### src/rtl/rx_recv_pkg.sv
// Frame constants and parser state encoding for the old-protocol (Metis) UDP path.
// The TX send path uses these frame constants as well.
package rx_recv_pkg;

    localparam logic [7:0] FRAME_SYNC0 = 8'hEF;
    localparam logic [7:0] FRAME_SYNC1 = 8'hFE;
    localparam logic [7:0] FRAME_DATA  = 8'h01;
    localparam logic [7:0] FRAME_DISC  = 8'h02;
    localparam logic [7:0] FRAME_CMD   = 8'h04;

    typedef enum logic [3:0] {
        ST_IDLE,
        ST_HDR,
        ST_TYPE,
        ST_EP,
        ST_SEQ,
        ST_DATA,
        ST_CMD,
        ST_DISC,
        ST_DROP
    } rx_state_e;

endpackage

### src/rtl/rx_recv.sv
// Metis UDP receive parser: EF FE data/discovery/start-stop frames, EP2 bytes to the Rx FIFO.
// Latency 1 cycle byte-in to FIFO write; no backpressure upstream, bytes seen while Rx_fifo_full are dropped.
module rx_recv
    import rx_recv_pkg::*;
#(
    parameter int         DATA_LEN = 1024,
    parameter logic [7:0] EP_OUT   = 8'h02,
    parameter int         ERRW     = 8
) (
    input  logic            rx_clock,
    input  logic            Rx_reset,
    input  logic            udp_rx_active,
    input  logic [7:0]      udp_rx_data,
    input  logic            Rx_fifo_full,
    input  logic            discovery_ack,
    output logic            Rx_fifo_wrreq,
    output logic [7:0]      Rx_fifo_wdata,
    output logic            run,
    output logic            wide_spectrum,
    output logic            discovery,
    output logic            seq_err,
    output logic [ERRW-1:0] seq_err_count,
    output logic            fifo_overflow
);

    localparam logic [10:0] LAST_B = 11'(DATA_LEN + 7);

    rx_state_e       state_q, state_d;
    logic [10:0]     b_q, b_d;
    logic [23:0]     seq_q, seq_d;
    logic [31:0]     exp_q, exp_d;
    logic            exp_vld_q, exp_vld_d;
    logic            skip_q, skip_d;
    logic            wrreq_q, wrreq_d;
    logic [7:0]      wdata_q, wdata_d;
    logic            run_q, run_d;
    logic            ws_q, ws_d;
    logic            disc_q, disc_d;
    logic            seq_err_q, seq_err_d;
    logic [ERRW-1:0] cnt_q, cnt_d;
    logic            ovf_q, ovf_d;
    logic [31:0]     rx_seq;
    logic            disc_set;

    always_comb begin
        state_d   = state_q;
        b_d       = udp_rx_active ? b_q + 11'd1 : 11'd0;
        seq_d     = seq_q;
        exp_d     = exp_q;
        exp_vld_d = exp_vld_q;
        skip_d    = skip_q & udp_rx_active;
        wrreq_d   = 1'b0;
        wdata_d   = wdata_q;
        run_d     = run_q;
        ws_d      = ws_q;
        seq_err_d = 1'b0;
        cnt_d     = cnt_q;
        ovf_d     = ovf_q;
        disc_set  = 1'b0;
        rx_seq    = {seq_q, udp_rx_data};

        if (!udp_rx_active) begin
            disc_set = (state_q == ST_DISC);
            state_d  = ST_IDLE;
        end else begin
            case (state_q)
                // skip_q marks a packet already in flight when reset released
                ST_IDLE: state_d = (!skip_q && udp_rx_data == FRAME_SYNC0) ? ST_HDR : ST_DROP;
                ST_HDR:  state_d = (udp_rx_data == FRAME_SYNC1) ? ST_TYPE : ST_DROP;
                ST_TYPE: begin
                    case (udp_rx_data)
                        FRAME_DATA: state_d = ST_EP;
                        FRAME_DISC: state_d = ST_DISC;
                        FRAME_CMD:  state_d = ST_CMD;
                        default:    state_d = ST_DROP;
                    endcase
                end
                ST_EP:   state_d = (udp_rx_data == EP_OUT) ? ST_SEQ : ST_DROP;
                ST_SEQ: begin
                    seq_d = rx_seq[23:0];
                    if (b_q == 11'd7) begin
                        if (exp_vld_q && rx_seq != exp_q) begin
                            seq_err_d = 1'b1;
                            if (cnt_q != {ERRW{1'b1}})
                                cnt_d = cnt_q + 1'b1;
                        end
                        exp_d     = rx_seq + 32'd1;
                        exp_vld_d = 1'b1;
                        state_d   = ST_DATA;
                    end
                end
                ST_DATA: begin
                    wdata_d = udp_rx_data;
                    if (Rx_fifo_full)
                        ovf_d = 1'b1;
                    else
                        wrreq_d = 1'b1;
                    if (b_q == LAST_B)
                        state_d = ST_DROP;
                end
                ST_CMD: begin
                    run_d = udp_rx_data[0];
                    ws_d  = udp_rx_data[1];
                    // a fresh start has no sequence history to compare against
                    if (udp_rx_data[0] && !run_q)
                        exp_vld_d = 1'b0;
                    state_d = ST_DROP;
                end
                default: state_d = state_q;
            endcase
        end

        disc_d = disc_set | (disc_q & ~discovery_ack);
    end

    always_ff @(posedge rx_clock) begin
        if (Rx_reset) begin
            state_q   <= ST_IDLE;
            b_q       <= 11'd0;
            seq_q     <= 24'd0;
            exp_q     <= 32'd0;
            exp_vld_q <= 1'b0;
            skip_q    <= udp_rx_active;
            wrreq_q   <= 1'b0;
            wdata_q   <= 8'd0;
            run_q     <= 1'b0;
            ws_q      <= 1'b0;
            disc_q    <= 1'b0;
            seq_err_q <= 1'b0;
            cnt_q     <= '0;
            ovf_q     <= 1'b0;
        end else begin
            state_q   <= state_d;
            b_q       <= b_d;
            seq_q     <= seq_d;
            exp_q     <= exp_d;
            exp_vld_q <= exp_vld_d;
            skip_q    <= skip_d;
            wrreq_q   <= wrreq_d;
            wdata_q   <= wdata_d;
            run_q     <= run_d;
            ws_q      <= ws_d;
            disc_q    <= disc_d;
            seq_err_q <= seq_err_d;
            cnt_q     <= cnt_d;
            ovf_q     <= ovf_d;
        end
    end

    assign Rx_fifo_wrreq = wrreq_q;
    assign Rx_fifo_wdata = wdata_q;
    assign run           = run_q;
    assign wide_spectrum = ws_q;
    assign discovery     = disc_q;
    assign seq_err       = seq_err_q;
    assign seq_err_count = cnt_q;
    assign fifo_overflow = ovf_q;

endmodule

### config.mk
export PLATFORM = sky130hd
export DESIGN_NAME = rx_recv
export DESIGN_NICKNAME = d
export VERILOG_FILES = /design/src/rtl/rx_recv_pkg.sv /design/src/rtl/rx_recv.sv
export SDC_FILE = /design/constraint.sdc
export NUM_CORES = 1
export LEC_CHECK = 0
export BUFFER_PORTS_ARGS = -buffer_cell sky130_fd_sc_hd__buf_2
export CAP_MARGIN = 20
export CORE_UTILIZATION = 54
export DETAILED_ROUTE_END_ITERATION = 10
export PLACE_DENSITY = 0.79
export SLEW_MARGIN = 10
export SYNTH_ARGS = -nofsm -noshare
export SYNTH_HDL_FRONTEND = slang
export SYNTH_SLANG_ARGS = --single-unit
### constraint.sdc
create_clock -name rx_clock -period 2.3 [get_ports rx_clock]
set_input_delay 0.115 -clock rx_clock [delete_from_list [all_inputs] [get_ports rx_clock]]
set_output_delay 0.115 -clock rx_clock [all_outputs]
set_load 0.05 [all_outputs]
==> load_flow_metrics.sql <==
INSERT INTO impl_metrics (metric_group, metric, value, unit) VALUES
('worst_setup_path', 'critical_path_cell_by_cell', 'ha_2 > and2_4 > nand3_2 > or4b_4 > or3_1 > or3_1 > a21oi_1', ''),
('timing', 'post-route-min-period', '2.22', 'ns'),
('finish', 'final_cells', '704', ''),
('floorplanning', 'die_width', '95.1', 'um'),
('grt', 'grt_first_pass_wirelength', '17500', 'um'),
('timing', 'skew', '0.0125', 'ns'),
('logic_synthesis', 'syn-cell-area', '4680', 'um2'),
('logic_synthesis', 'yosys-mux-area-fraction', '2.19', '%'),
('worst_hold_path', 'hold_path.class', 'input port to flip-flop', ''),
('floorplanning', 'chipHeight', '95.1', 'um'),
('clocking', 'tritoncts', 'built', ''),
('timing', 'timing_max_transition_violations_final', '0', ''),
('placement', 'placement.io_buffers', '34', ''),
('logic_synthesis', 'netlist_instances', '570', ''),
('clocking', 'numCtsBuffers', '9', ''),
('power', 'report.power.total', '2870', 'uW'),
('logic_synthesis', 'synth_top_family_by_area', 'simple AND/OR/NAND/NOR gates', ''),
('floorplanning', 'fp.dieArea', '9040', 'um2'),
('timing', 'worst_slack', '0.0819', 'ns'),
('worst_setup_path', 'setup.worst_path.start', 'b_q[0]', ''),
('logic_synthesis', 'async_flop_share', '0', '%'),
('clocking', 'cts-root-buf', 'sky130_fd_sc_hd__clkbuf_8', ''),
('clocking', 'clkSlewWorstSetupHoldPaths', '0.09', 'ns'),
('worst_setup_path', 'critical_path.max_fanout', '6', ''),
('worst_setup_path', 'worstSetupEndpointType', 'flip-flop', ''),
('logic_synthesis', 'synth.yosys.warnings', '0', ''),
('detailed_routing', 'routed_wl', '10300', 'um'),
('logic_synthesis', 'syn_avg_cell_area', '8.21', 'um2'),
('detailed_routing', 'detail_route.drc_violations', '0', ''),
('job', 'maxCapViolCount', '0', ''),
('detailed_routing', 'drt_iter0_markers', '229', ''),
('clocking', 'h-tree-depth', '3', ''),
('worst_setup_path', 'timing.rr.start', 'b_q[0]', ''),
('logic_synthesis', 'synth_enable_flop_cells', '0', ''),
('detailed_routing', 'via_count', '4037', ''),
('timing', 'final_hold_viol_count', '0', ''),
('logic_synthesis', 'post_synth_fa_ha_maj_area_fraction', '1.60', '%'),
('power', 'vdd.ir_drop.worst', '336', 'uV'),
('worst_hold_path', 'hold_path_startpoint', 'udp_rx_active', ''),
('detailed_routing', 'wire_per_inst', '14.7', 'um'),
('logic_synthesis', 'synth_ff_type', 'sky130_fd_sc_hd__dfxtp_1', ''),
('floorplanning', 'std_cell_rows', '33', ''),
('power', 'leakagePower', '0.00197', 'uW'),
('outcome', 'run_status', 'finished clean', ''),
('logic_synthesis', 'post_synth_xor_area_fraction', '12.7', '%'),
('timing', 'hold-worst-slack', '0.0131', 'ns'),
('finish', 'area_growth_syn_to_layout', '11.9', '%'),
('logic_synthesis', 'simple_gate_share_of_the_synthesized_area', '25.0', '%'),
('clocking', 'clock_tree.buffer_depth', '2', ''),
('timing', 'headroom_to_the_max_slew_limit', '61.7', '%'),
('worst_setup_path', 'timing.critical_path.max_delay_family', 'simple AND/OR/NAND/NOR gates', ''),
('timing', 'tightestPinTransition', '0.574', 'ns'),
('power', 'powerDensity', '549', 'nW/um2'),
('placement', 'hpwl', '7130', 'um'),
('worst_setup_path', 'worst_path_largest_cell_delay', '0.53', 'ns'),
('logic_synthesis', 'synth.net_count', '589', ''),
('grt', 'antenna_violations_before_repair', '0', ''),
('worst_setup_path', 'timing.critical_path.slowest_stage_cell', 'sky130_fd_sc_hd__or4b_4', ''),
('clocking', 'worst_skew_pair.late_latency', '0.38', 'ns'),
('detailed_routing', 'detailedRoute.firstPassIterationCount', '5', ''),
('finish', 'final_stage_net_count', '613', ''),
('logic_synthesis', 'yosys_reg_bits', '95', ''),
('worst_setup_path', 'path_common_cell', 'sky130_fd_sc_hd__or3_1', ''),
('finish', 'fraction_of_final_layout_cells_sized_beyond_drive_strength_1', '15.2', '%'),
('detailed_routing', 'ant_nets', '0', ''),
('timing', 'setup-violations-final', '0', ''),
('timing', 'finalSetupTns', '0', 'ns'),
('grt', 'global_route.overflow_total', '0', ''),
('placement', 'placed_cells', '687', ''),
('grt', 'grt_pass1_vias', '3697', ''),
('grt', 'gr-usage-all-layers', '24.9', '%');
## per-stage QoR
step,cell area (um2),util [%]
2_1_floorplan,4680,-
3_3_place_gp,5000,60.3
3_5_place_dp,5000,60.3
4_1_cts,5210,62.8
5_1_grt,5240,63.1
6_report,5240,63.1
## synthesized netlist by cell type, types with 7 or more instances
| cell | count | area [um2] |
|---|---|---|
| sky130_fd_sc_hd__a21oi_1 | 41 | 205 |
| sky130_fd_sc_hd__nor2_1 | 75 | 282 |
| sky130_fd_sc_hd__mux2i_1 | 8 | 80.1 |
| sky130_fd_sc_hd__nand2_1 | 72 | 270 |
| sky130_fd_sc_hd__nand3_1 | 15 | 75.1 |
| sky130_fd_sc_hd__xnor2_1 | 11 | 96.3 |
| sky130_fd_sc_hd__clkbuf_1 | 44 | 165 |
| sky130_fd_sc_hd__xor2_1 | 57 | 499 |
| sky130_fd_sc_hd__nor4_1 | 10 | 62.6 |
| sky130_fd_sc_hd__nor3_1 | 8 | 40.0 |
| sky130_fd_sc_hd__inv_1 | 9 | 33.8 |
| sky130_fd_sc_hd__nand4_1 | 16 | 100 |
| sky130_fd_sc_hd__and3_1 | 9 | 56.3 |
| sky130_fd_sc_hd__dfxtp_1 | 95 | 1900 |
| sky130_fd_sc_hd__o21ai_0 | 7 | 35.0 |
| sky130_fd_sc_hd__a211oi_1 | 31 | 233 |
## logic make-up (layout without fill, tap and decap cells)
group | after synthesis | after routing
AO/OA/AOI/OAI | 97 | 97
flip-flops | 95 | 95
buffers and inverters | 55 | 84
adder cells (fa/ha/maj) | 6 | 6
AND/OR/NAND/NOR | 239 | 239
XOR/XNOR | 68 | 68
multiplexers | 10 | 10
## power breakdown
part	switching, uW	internal [uW]	leakage [uW]	total, uW
Clock	621	475	0.000100	1100
Combinational	83.5	41.9	0.00111	125
Sequential	3.26	1650	0.000767	1650
Total	708	2160	0.00197	2870
## final cells by class
type                    count  area [um2]
fillers                   727        3060
multi-input cells         420        2580
flip-flops and latches     95        1910
repair buffers             59         385
clock buffers              11         151
well taps                 105         131
clock inverters             5        47.5
inverters                   9        33.8
## metal layers
metal | global-route usage [%] | vias up | part of all wire, %
met5 | 0 | - | 0
met4 | 8.21 | 0 | 1.6
met3 | 4.78 | 13 | 4.3
met2 | 41.5 | 94 | 49
met1 | 32.1 | 1918 | 45
li1 | - | 2012 | -
## timing repair
action | CTS | global route
hold buffers | 1 | 0
endpoints found under the setup margin | 0 | 4
gates resized for setup | 0 | 6
endpoints found under the hold margin | 2 | 0
## worst paths after layout
check | end | slack (ns) | cells past startpoint
worst max-delay path | seq_err_count[7] | 0.08 | 7
worst min-delay path | skip_q | 0.01 | 2
worst max register to register | seq_err_count[7] | 0.08 | 7
worst min register to register | b_q[0] | 0.42 | 1
## state kept, by name, indices dropped and copies added (netlist names)
register / cells
skip_q: 1
discovery: 1
Rx_fifo_wrreq: 1
fifo_overflow: 1
b_q: 11
exp_vld_q: 1
seq_err_count: 8
seq_err: 1
run: 1
Rx_fifo_wdata: 8
exp_q: 32
seq_q: 24
wide_spectrum: 1
state_q: 4
## cells in the final DEF (no fill, tap or decap), types with 11 or more instances in the layout
master                     Yosys  final
sky130_fd_sc_hd__clkbuf_8      0     11
sky130_fd_sc_hd__nor2_1       75     75
sky130_fd_sc_hd__xnor2_1      11     11
sky130_fd_sc_hd__buf_2         0     34
sky130_fd_sc_hd__buf_4         0     22
sky130_fd_sc_hd__a21oi_1      41     41
sky130_fd_sc_hd__nand4_1      16     16
sky130_fd_sc_hd__nand2_1      72     72
sky130_fd_sc_hd__a211oi_1     31     31
sky130_fd_sc_hd__nand3_1      15     15
sky130_fd_sc_hd__xor2_1       57     57
sky130_fd_sc_hd__dfxtp_1      95     92
Power figures use the tool's default switching activity.
